[config.mk]
export PLATFORM = sky130hd
export DESIGN_NAME = irq_front_ctrl_flat
export DESIGN_NICKNAME = d
export VERILOG_FILES = /design/src/rtl/irq_front_ctrl_if.sv /design/src/rtl/irq_front_ctrl.sv /design/src/flat_wrapper.sv
export SDC_FILE = /design/constraint.sdc
export NUM_CORES = 1
export LEC_CHECK = 0
export ABC_CLOCK_PERIOD_IN_PS = 3500
export BUFFER_PORTS_ARGS = -buffer_cell sky130_fd_sc_hd__buf_2
export CAP_MARGIN = 20
export CORE_UTILIZATION = 46
export CTS_BUF_LIST = sky130_fd_sc_hd__clkbuf_8
export DETAILED_ROUTE_END_ITERATION = 6
export GPL_TIMING_DRIVEN = 0
export PLACE_DENSITY_LB_ADDON = 0.12
export SKIP_CTS_REPAIR_TIMING = 1
export SLEW_MARGIN = 10
export SYNTH_ARGS = -nofsm -noshare
export SYNTH_HDL_FRONTEND = slang
export SYNTH_SLANG_ARGS = --single-unit
[constraint.sdc]
create_clock -name CLK -period 3.5 [get_ports CLK]
set_input_delay 0.525 -clock CLK [delete_from_list [all_inputs] [get_ports CLK]]
set_output_delay 0.525 -clock CLK [all_outputs]
set_load 0.005 [all_outputs]
[src/rtl/irq_front_ctrl_if.sv]
// Sequencer-side handshake of the interrupt front-end.
// The sequencer drives ack/eoi and sees the single prioritized request.
interface irq_front_ctrl_if #(
    parameter int N_IRQ = 8
);
    localparam int IDW = (N_IRQ > 1) ? $clog2(N_IRQ) : 1;

    logic             ack;
    logic             eoi;
    logic [N_IRQ-1:0] irq_req;
    logic             irq_valid;
    logic [IDW-1:0]   irq_id;

    modport master (
        output ack, eoi,
        input  irq_req, irq_valid, irq_id
    );

    modport slave (
        input  ack, eoi,
        output irq_req, irq_valid, irq_id
    );
endinterface

[src/rtl/irq_front_ctrl.sv]
// Interrupt front-end: synchronizer, edge/level pending capture,
// in-service tracking and single highest-priority request.
module irq_front_ctrl #(
    parameter int N_IRQ       = 8,
    parameter int SYNC_STAGES = 2,
    localparam int IDW = (N_IRQ > 1) ? $clog2(N_IRQ) : 1
) (
    input  logic             CLK,
    input  logic             RST,
    input  logic [N_IRQ-1:0] irq_in,
    input  logic [N_IRQ-1:0] edge_sel,
    input  logic [N_IRQ-1:0] mask,
    input  logic             nest_en,
    input  logic [N_IRQ-1:0] sw_clr,
    output logic [N_IRQ-1:0] pending,
    output logic [N_IRQ-1:0] in_service,
    output logic [N_IRQ-1:0] overflow,
    irq_front_ctrl_if.slave  bus
);

    logic [N_IRQ-1:0] sync_q [SYNC_STAGES];
    logic [N_IRQ-1:0] prev_q;
    logic [N_IRQ-1:0] pend_q, pend_d;
    logic [N_IRQ-1:0] isr_q, isr_d;
    logic [N_IRQ-1:0] ovf_q, ovf_d;

    logic [N_IRQ-1:0] lvl;
    logic [N_IRQ-1:0] ev;
    logic [N_IRQ-1:0] pend_eff;
    logic [N_IRQ-1:0] isr_low;
    logic [N_IRQ-1:0] gate;
    logic [N_IRQ-1:0] elig;
    logic [N_IRQ-1:0] req;
    logic [N_IRQ-1:0] acked;
    logic [IDW-1:0]   id;
    logic             valid;
    logic             ack_fire;

    assign lvl = sync_q[SYNC_STAGES-1];
    assign ev  = lvl & ~prev_q & edge_sel;

    // Level lines are not latched: they track the synchronized input.
    assign pend_eff = (edge_sel & pend_q) | (~edge_sel & lvl & ~isr_q);

    // isr_low-1 is all ones when nothing is in service.
    assign isr_low = isr_q & (~isr_q + 1'b1);
    assign gate    = (nest_en || isr_q == '0) ? (isr_low - 1'b1) : '0;
    assign elig    = pend_eff & mask & ~isr_q & gate;
    assign req     = elig & (~elig + 1'b1);
    assign valid   = |elig;

    always_comb begin
        id = '0;
        for (int i = N_IRQ - 1; i >= 0; i--) begin
            if (elig[i]) id = IDW'(i);
        end
    end

    assign ack_fire = bus.ack & valid;
    assign acked    = ack_fire ? req : '0;

    always_comb begin
        isr_d = isr_q;
        if (bus.eoi) isr_d = isr_d & ~isr_low;
        isr_d = isr_d | acked;
    end

    always_comb begin
        pend_d = (pend_q & ~sw_clr & ~acked) | ev;
        pend_d = pend_d & edge_sel;
        ovf_d  = (ovf_q | (ev & pend_q & ~acked)) & ~sw_clr;
    end

    always_ff @(posedge CLK) begin
        if (RST) begin
            for (int s = 0; s < SYNC_STAGES; s++) sync_q[s] <= '0;
            prev_q <= '0;
            pend_q <= '0;
            isr_q  <= '0;
            ovf_q  <= '0;
        end else begin
            sync_q[0] <= irq_in;
            for (int s = 1; s < SYNC_STAGES; s++) sync_q[s] <= sync_q[s-1];
            prev_q <= lvl;
            pend_q <= pend_d;
            isr_q  <= isr_d;
            ovf_q  <= ovf_d;
        end
    end

    assign pending       = pend_eff;
    assign in_service    = isr_q;
    assign overflow      = ovf_q;
    assign bus.irq_req   = req;
    assign bus.irq_valid = valid;
    assign bus.irq_id    = id;

endmodule

[src/flat_wrapper.sv]
// flat-port wrapper written by rule: the top's interface ports become plain ports
module irq_front_ctrl_flat 
#(
    parameter int N_IRQ       = 8,
    parameter int SYNC_STAGES = 2,
    localparam int IDW = (N_IRQ > 1) ? $clog2(N_IRQ) : 1
)
  (CLK, RST, irq_in, edge_sel, mask, nest_en, sw_clr, pending, in_service, overflow, bus_ack, bus_eoi, bus_irq_req, bus_irq_valid, bus_irq_id);
  irq_front_ctrl_if #(.N_IRQ(N_IRQ)) bus_i ();
  input  logic CLK;
  input  logic RST;
  input  logic [N_IRQ-1:0] irq_in;
  input  logic [N_IRQ-1:0] edge_sel;
  input  logic [N_IRQ-1:0] mask;
  input  logic nest_en;
  input  logic [N_IRQ-1:0] sw_clr;
  output logic [N_IRQ-1:0] pending;
  output logic [N_IRQ-1:0] in_service;
  output logic [N_IRQ-1:0] overflow;
  input wire logic [$bits(bus_i.ack)-1:0] bus_ack;
  input wire logic [$bits(bus_i.eoi)-1:0] bus_eoi;
  output wire logic [$bits(bus_i.irq_req)-1:0] bus_irq_req;
  output wire logic [$bits(bus_i.irq_valid)-1:0] bus_irq_valid;
  output wire logic [$bits(bus_i.irq_id)-1:0] bus_irq_id;
  assign bus_i.ack = bus_ack;
  assign bus_i.eoi = bus_eoi;
  assign bus_irq_req = bus_i.irq_req;
  assign bus_irq_valid = bus_i.irq_valid;
  assign bus_irq_id = bus_i.irq_id;
  irq_front_ctrl #(.N_IRQ(N_IRQ), .SYNC_STAGES(SYNC_STAGES)) u_core (.CLK(CLK), .RST(RST), .irq_in(irq_in), .edge_sel(edge_sel), .mask(mask), .nest_en(nest_en), .sw_clr(sw_clr), .pending(pending), .in_service(in_service), .overflow(overflow), .bus(bus_i));
endmodule
---- Yosys cells after proc, flatten, opt, wreduce, memory -nomap -nowiden ----
Memory sizes are Yosys's and may differ from the RTL's.
Index checks and enable logic that the tools add are counted.
Widths: inputs -> output; s select.
word-level totals
  register bits ........................... 32
  memory bits (writable) .................. 16
  output and inout bits ................... 36
  word-level logic and storage cells ...... 58
  memories kept ........................... 1
memory list
  memory         depth  bits a word  read ports  clocked after memory_dff  write ports  RTL line              text
  u_core.sync_q  2      8            2           0                         2            irq_front_ctrl.sv:21  logic [N_IRQ-1:0] sync_q [SYNC_STAGES];
cells by class
  $add $sub $neg .......................... 3
  multiplexer cells ....................... 16
  bitwise logic cells ..................... 31
  reduce and logical (&&, ||, !) cells .... 3
operator list
  operator             count
  $and 8x8->8          17
  $not 8->8            7
  $mux 8               5
  $or 8x8->8           4
  $mux 3               8
  $add 8x1->8 const B  2
  $logic_not 8->1      1
  $reduce_or 8->1      1
  $sub 8x1->8 const B  1
  $mux 1               3
  $or 1x1->1           2
  $and 1x1->1          1
  $logic_or 1x1->1     1

---- Depth between registers and ports, before layout ----
Gate-level depths: netlist (run 1).
  depth in word-level cells ............... 15
  gate-level depth with buffers ........... 6

---- Least setup slack after synthesis (run 1) ----
OpenSTA, ideal clock, no wires.
  path type ............................... in2out
  start point ............................. input port edge_sel[4]
  end point ............................... output port bus_irq_id[1]
  data arrival time ....................... 1896 ps
  setup slack ............................. 1079 ps
  cell stages on the path ................. 5
  cell sequence ........................... or3b_2 -> a2111o_1 -> o2bb2ai_2 -> nor2_1 -> o21a_1
on the way
  word-level cells in the longest chain between the ends .. 12
RTL lines
  what                          RTL line              text
  start: declaration            flat_wrapper.sv:13    input logic [N_IRQ-1:0] edge_sel;
  $not 8->8                     irq_front_ctrl.sv:43  assign pend_eff = (edge_sel & pend_q) | (~edge_sel & lvl & ~isr_q);
  $and 8x8->8 (2 in a row)      irq_front_ctrl.sv:43
  $or 8x8->8 (*)                irq_front_ctrl.sv:43
  $and 8x8->8 (*) (3 in a row)  irq_front_ctrl.sv:48  assign elig = pend_eff & mask & ~isr_q & gate;
  $mux 3 (*) (5 in a row)       irq_front_ctrl.sv:55  if (elig[i]) id = IDW'(i);
  end: declaration              flat_wrapper.sv:24    output wire logic [$bits(bus_i.irq_id)-1:0] bus_irq_id;
Every way passes the cells marked *; elsewhere a longest branch is shown, timed or not.

---- Final worst setup path (run 1) ----
  start point ............................. register u_core.isr_q[4] (netlist: u_core.in_service[4])
  end point ............................... output port bus_irq_id[0]
on the way
  word-level cells in the longest chain between the ends .. 14
RTL lines
  what                      RTL line                                                          text
  start: declaration        irq_front_ctrl.sv:24                                              logic [N_IRQ-1:0] isr_q, isr_d;
  start signal: assignment  irq_front_ctrl.sv:86                                              isr_q <= isr_d;
  $not 8->8                 irq_front_ctrl.sv:43, irq_front_ctrl.sv:46, irq_front_ctrl.sv:48
  $add 8x1->8               irq_front_ctrl.sv:46                                              assign isr_low = isr_q & (~isr_q + 1'b1);
  $and 8x8->8               irq_front_ctrl.sv:46
  $sub 8x1->8               irq_front_ctrl.sv:47                                              assign gate = (nest_en || isr_q == '0) ? (isr_low - 1'b1) : '0;
  $mux 8                    irq_front_ctrl.sv:47
  $and 8x8->8 (*)           irq_front_ctrl.sv:48
  $mux 3 (7 in a row)       irq_front_ctrl.sv:55
  $mux 3 (*)                irq_front_ctrl.sv:55
Marked as above.

==> results of run 1 <==
-- cell usage in the layout, fill, tap and decap left out, types with 4 or more instances in the layout --
cell type / count
nor3_1: 8
dfxtp_1: 48
a31oi_1: 4
nand3b_1: 4
clkbuf_1: 5
nor2_1: 18
nor3b_1: 5
nand3_1: 5
nand2b_1: 16
nand2_1: 18
nor2b_1: 25
inv_1: 9
clkbuf_8: 5
o21ai_0: 6
a21oi_1: 11
buf_2: 72
-- layout make-up --
type                    instances  share of cell area
multi-input cells             183               0.430
flip-flops and latches         48               0.335
repair buffers                 72               0.126
clock inverters                 3              0.0314
well taps                      67              0.0292
clock buffers                   5              0.0240
plain buffers                   7              0.0131
inverters                       9              0.0118
-- worst paths after layout --
check        cells past startpoint  slack (ns)                   to
max reg2reg                      5        1.18   u_core.overflow[6]
min reg2reg                      1        0.44  u_core.sync_q[0][9]
min                              2        0.39   u_core.overflow[1]
max                              6        0.50        bus_irq_id[0]
-- power by group through the flow --
stage	combinational [mW]	sequential (mW)	clock, mW
global route	0.132	0.569	0.575
finish	0.121	0.567	0.546
detailed placement	0.121	0.580	0
global placement	0.119	0.580	0
floorplan	0.0684	0.578	0
CTS	0.121	0.567	0.554
-- kinds of logic (layout without fill, tap and decap cells) --
| group | after synthesis | after routing |
|---|---|---|
| AND/OR/NAND/NOR | 125 | 125 |
| AO/OA/AOI/OAI | 56 | 56 |
| flip-flops | 48 | 48 |
| buffers and inverters | 16 | 96 |
| multiplexers | 2 | 2 |
-- synthesized netlist by cell type (3+ instances only) --
master / number / area, um2
o31ai_1: 3 / 22.5
dfxtp_1: 48 / 961
nor3_1: 8 / 40.0
nor2_1: 18 / 67.6
clkbuf_1: 5 / 18.8
nor2b_1: 25 / 156
nand2_1: 18 / 67.6
nor3b_1: 5 / 37.5
o21ai_1: 3 / 15.0
nand4b_1: 3 / 26.3
inv_1: 9 / 33.8
a31oi_1: 4 / 25.0
o21ai_0: 6 / 30.0
nand3b_1: 4 / 30.0
and2_1: 3 / 18.8
o21a_1: 3 / 22.5
a21oi_1: 11 / 55.1
nor4_1: 3 / 18.8
nand3_1: 5 / 25.0
nand2b_1: 16 / 100
a211o_1: 3 / 26.3
-- state kept, by name (all words and copies together), names as in the netlist --
signal,count
u_core.sync_q,16
u_core.in_service,8
u_core.overflow,8
u_core.pend_q,8
u_core.prev_q,8
-- per-layer routing --
metal  wire (um)  part of all wire  vias to the layer above
met5           0                 0                        -
met2        2520              0.47                       54
met1        2560              0.48                      956
li1            -                 -                     1041
met3         251             0.047                        5
met4          59             0.011                        0
-- through the flow --
| step | utilization | hold WS, ns | cell area (um2) | setup WS (ns) |
|---|---|---|---|---|
| after floorplan | - | 0.414 | 2260 | 1.08 |
| after global placement | 0.574 | 0.417 | 2710 | 0.763 |
| after detailed placement | 0.574 | 0.426 | 2710 | 0.777 |
| after CTS | 0.607 | 0.384 | 2870 | 0.510 |
| after global routing | 0.607 | 0.380 | 2870 | 0.267 |
| final | 0.607 | 0.390 | 2870 | 0.497 |
==> impl_results.md, run 1 <==
- Status: finished, final reports clean
- Pwr Total: 1.23 mW
- Filler cells: 442
- Layout Nets: 363
- RR Startpoint: u_core.in_service[2]
- Slowest cell on crit path: nor4_1
- Crit path arrival time: 2.48 ns
- Chip height: 72.2 um
- Share of cells above drive strength 1: 0.312
- Slew @ Worst Pin: 0.639 ns
- Sequential share of the synthesized area: 0.424
- Worst hold path class: input port to flip-flop
- Internal power: 0.972 mW
- M1 GR Usage: 0.261
- Antenna-violating nets left: 0
- Achievable Freq: 333 MHz
- H-tree depth: 2
- # DRC: 0
- Crit-path cells: nor4_1, nor2_2, nor4b_2, a21oi_1, a21oi_1, buf_2
- Post-route minimum period: 3.00 ns
- Total grt overflow: 0
- Maximum VDD drop: 0.000271 V
- Crit-path leading delay family: simple AND/OR/NAND/NOR gates
- Vias in the first global route: 1813
- Synthesis-stage register bit count: 48
- Syn Area/Cell: 9.17 um2
- Via Count: 2056
- Syn nets: 284
- Crit path launch: u_core.in_service[4]
- Area occupied by multi-input gates: 1230 um2
- Delay of the slowest critical-path stage: 0.62 ns
- Buf/Inv on CP: 1
- P_leak: 1.27 nW
- Clock skew: 0.00613 ns
- Ys async rst share: 0
- Critical Path End Type: primary output
- Ports: 73
- Final Cycle Share: 0.858
- Worst min-delay path startpoint: sw_clr[1]
- Number of buffers added on ports: 72
- Ys flop type: dfxtp_1
- Clock share of power: 0.443
- Initial antenna violation count: 0
- RePlAce Congestion: 0.787
- Clk pin slew, worst setup/hold paths: 0.09 ns
- Number of synthesized flops with an enable pin: 0
- CP Class: flip-flop to primary output
- GRT Overall Usage: 0.208
- Post-Syn Instances: 247
- Yosys cell types: 59
- CTS Sinks: 48
- Number of buffers created by CTS: 5
- Max-cap violation count: 0
- Worst skew pair latency: 0.30 ns
- Switch share: 0.212
- RSZ-0062 raised after global routing: false
- DRT iter0 DRCs: 80
- Max-slew violations: 0
- Largest family of logic cells by synthesized area: simple AND/OR/NAND/NOR gates
- Adder-cell share of the synthesized area: 0
- Clock root cell: clkbuf_8
- 1st-pass router iterations: 4
- Most used cell, CP: a21oi_1
- Core ar.: 4720 um2
- Critical path required time: 2.97 ns
- TNS Setup: 0 ns
- Part of the power in registers: 0.459
- Comb power frac: 0.098
- Wire length per cell: 13.7 um
- Post-synthesis xor/xnor area fraction: 0
- Cell Area, Synth: 2260 um2
- Final hold vios: 0
- CTS Buffer Depth: 2
- Final setup fails: 0
- Drt via density: 5.22
- Chip width: 72.2 um
- Synth Warn #: 0
- Die area: 5210 um2
- Worst rel slew slack: 0.570
- Initial core utilization: 0.479
- Largest net degree at the start of global routing: 16
- Met3 Track Usage GR: 0.0583
- CTS tree: built
- GRT met2 Usage: 0.349
- Number of antenna diodes: 0
- Mux cell area share after synthesis: 0.00884
- Site Rows: 25
- Synthesis-to-finish area growth: 26.6%
- Switching Power: 0.262 mW
- Placed cells: 386
- CP max FO: 9
- Global routing's busiest layer: met2
- Final WL: 5.39 mm
- First-pass GRT wire length: 8.33 mm
- Dpl hpwl: 3.95 mm
- Synth Area in Compound Gates: 0.202
- Layout Cells excl Fill: 394
- Synth Area in Simple Gates: 0.333
- Pwr Density: 430 nW/um2
- Crit start category: flip-flop
- Reg area: 961 um2
Note: power is estimated with default switching activity, not from simulation.
==> run 2, diff against run 1 <==
--- a/config.mk
+++ b/config.mk
@@ -8,11 +8,11 @@
 export ABC_CLOCK_PERIOD_IN_PS = 3500
 export BUFFER_PORTS_ARGS = -buffer_cell sky130_fd_sc_hd__buf_2
 export CAP_MARGIN = 20
-export CORE_UTILIZATION = 46
+export CORE_UTILIZATION = 40
 export CTS_BUF_LIST = sky130_fd_sc_hd__clkbuf_8
 export DETAILED_ROUTE_END_ITERATION = 6
 export GPL_TIMING_DRIVEN = 0
-export PLACE_DENSITY_LB_ADDON = 0.12
+export PLACE_DENSITY = 0.62
 export SKIP_CTS_REPAIR_TIMING = 1
 export SLEW_MARGIN = 10
 export SYNTH_ARGS = -nofsm -noshare
==> impl_results.md, run 2 (same netlist as run 1, synthesis figures left out) <==
- DRT iter0 DRCs: 156 (+95%)
- Worst min-delay path startpoint: sw_clr[1]
- Reg area: 961 um2 (unchanged)
- Wire length per cell: 13.4 um (-2.2%)
- Clock root cell: clkbuf_8
- Final Worst Setup Slack: 0.465 ns (-0.0317 ns)
- Drt via density: 5.11 (-2.1%)
- Most common cell after layout, fill and taps aside: buf_2
- RR Startpoint: u_core.in_service[2]
- Chip height: 77.2 um (+7.0%)
- Fin area: 2830 um2 (-1.2%)
- Layout Nets: 363 (unchanged)
- Comb power frac: 0.108 (+0.010)
- Die area: 5970 um2 (+15%)
- Top reg by flops: u_core.sync_q
- Hold Path Depth: 2 (unchanged)
- CTS Buffer Depth: 2 (unchanged)
- CP Class: flip-flop to primary output
- Worst hold path class: input port to flip-flop
- Final hold slack: 0.383 ns (-0.00632 ns)
- Worst skew pair latency: 0.31 ns (about the same)
- Achievable Freq: 330 MHz (-1.0%)
- Maximum VDD drop: 0.000216 V (-21%)
- CTS tree: built
- Area occupied by multi-input gates: 1230 um2 (unchanged)
- Buf/Inv on CP: 1 (unchanged)
- Final core utilization: 0.518 (-0.0893)
- Synthesis-to-finish area growth: 25.1%
- FF-to-FF path depth: 5 (unchanged)
- Final hold vios: 0 (unchanged)
- Dpl hpwl: 4.10 mm (+3.6%)
- Worst slack, placed: 0.749 ns (-0.0283 ns)
- Final setup fails: 0 (unchanged)
- Most frequent cells in the layout: buf_2 (72), dfxtp_1 (48), nor2b_1 (25)
- # DRC: 0 (unchanged)
- Switching Power: 0.272 mW (+3.7%)
- Placed cells: 391 (+1.3%)
- Max-slew violations: 0 (unchanged)
- Delay of the slowest critical-path stage: 0.67 ns (+0.05 ns)
- Final Cycle Share: 0.867 (+0.00906)
- Post-route minimum period: 3.03 ns (+0.0317 ns)
- RR Endpoint: u_core.overflow[6]
- Status: finished, final reports clean
- P_leak: 1.26 nW (-1.4%)
- CTS Sinks: 48 (unchanged)
- GRT Overall Usage: 0.186 (-0.0222)
- Initial antenna violation count: 0 (unchanged)
- RePlAce Congestion: 0.802 (+1.9%)
- R2r setup slk: 1.16 ns (-0.02 ns)
- Slowest cell on crit path: nor4_1
- Crit start category: flip-flop
- Most used cell, CP: a21oi_1
- Highest Signal Layer: met4
- Ports: 73 (unchanged)
- Clock skew: 0.00543 ns (-0.000699 ns)
- RSZ-0062 raised after global routing: false
- Placed Area: 2720 um2 (+0.23%)
- Chip width: 77.2 um (+7.0%)
- Critical path required time: 2.97 ns (about the same)
- Largest net degree at the start of global routing: 18 (+2)
- Crit-path leading delay family: simple AND/OR/NAND/NOR gates
- Vias in the first global route: 1890 (+4.2%)
- Routed length on met3: 279 um (+11%)
- Crit path arrival time: 2.51 ns (+0.03 ns)
- Number of antenna diodes: 0 (unchanged)
- Core ar.: 5470 um2 (+16%)
- Worst rel slew slack: 0.530 (-0.0396)
- Pwr Total: 1.11 mW (-10%)
- Via Count: 2038 (-0.88%)
- Pwr Density: 391 nW/um2 (-9.2%)
- Met1 wire length: 2.44 mm (-4.9%)
- Number of buffers added on ports: 72 (unchanged)
- WL met2: 2.56 mm (+1.8%)
- Initial core utilization: 0.414 (-0.0657)
- Internal power: 0.836 mW (-14%)
- Crit-path cells: nor4_1, nor2_2, nor4b_2, a21oi_1, a21oi_1, buf_2
- Part of the power in registers: 0.512 (+0.053)
- Layout Cells excl Fill: 399 (+1.3%)
- Critical Path End Type: primary output
- First-pass GRT wire length: 8.60 mm (+3.3%)
- Worst hold endpoint: u_core.overflow[1]
- 1st-pass router iterations: 4 (unchanged)
- Filler cells: 547 (+24%)
- Number of buffers created by CTS: 5 (unchanged)
- Max reg flops: 16 (unchanged)
- Antenna-violating nets left: 0 (unchanged)
- H-tree depth: 2 (unchanged)
- Switch share: 0.245 (+0.0331)
- Slew @ Worst Pin: 0.698 ns (+0.0589 ns)
- TNS Setup: 0 ns (unchanged)
- Max-cap violation count: 0 (unchanged)
- Clock share of power: 0.380 (-0.063)
- Site Rows: 27 (+8.0%)
- Total grt overflow: 0 (unchanged)
- Share of cells above drive strength 1: 0.312 (unchanged)
- Clk pin slew, worst setup/hold paths: 0.10 ns (about the same)
- Final WL: 5.34 mm (-0.98%)
- CP max FO: 9 (unchanged)
==> run 2: worst max-delay path by stage <==
stage | startpoint | to | slack, ns | cells past startpoint
2_1_floorplan | edge_sel[4] | bus_irq_id[1] | 1.08 | 5
3_3_place_gp | edge_sel[2] | bus_irq_id[0] | 0.74 | 7
3_5_place_dp | edge_sel[6] | bus_irq_id[0] | 0.75 | 7
4_1_cts | u_core.in_service[4] | bus_irq_id[0] | 0.44 | 6
5_1_grt | u_core.in_service[6] | bus_irq_id[0] | 0.22 | 7
6_report | u_core.in_service[4] | bus_irq_id[0] | 0.47 | 6
==> run 2: layer usage <==
layer / GRT usage / vias to the layer above
li1: - / 1049
met1: 0.227 / 922
met2: 0.312 / 59
met3: 0.0381 / 8
met4: 0.0830 / 0
met5: 0 / -
==> run 2: area by class of cell <==
class / instances / area share
Timing Repair Buffer: 72 / 0.127
Clock inverter: 3 / 0.0177
Buffer: 7 / 0.0132
Tap cell: 72 / 0.0318
Clock buffer: 5 / 0.0243
Multi-Input combinational cell: 183 / 0.435
Inverter: 9 / 0.0119
Sequential cell: 48 / 0.339
==> run 2: power groups by stage <==
stage               combinational, mW  sequential (mW)  clock, mW
CTS                             0.121            0.567      0.435
finish                          0.119            0.567      0.421
global placement                0.120            0.580          0
floorplan                      0.0684            0.578          0
detailed placement              0.120            0.580          0
global route                    0.131            0.570      0.459
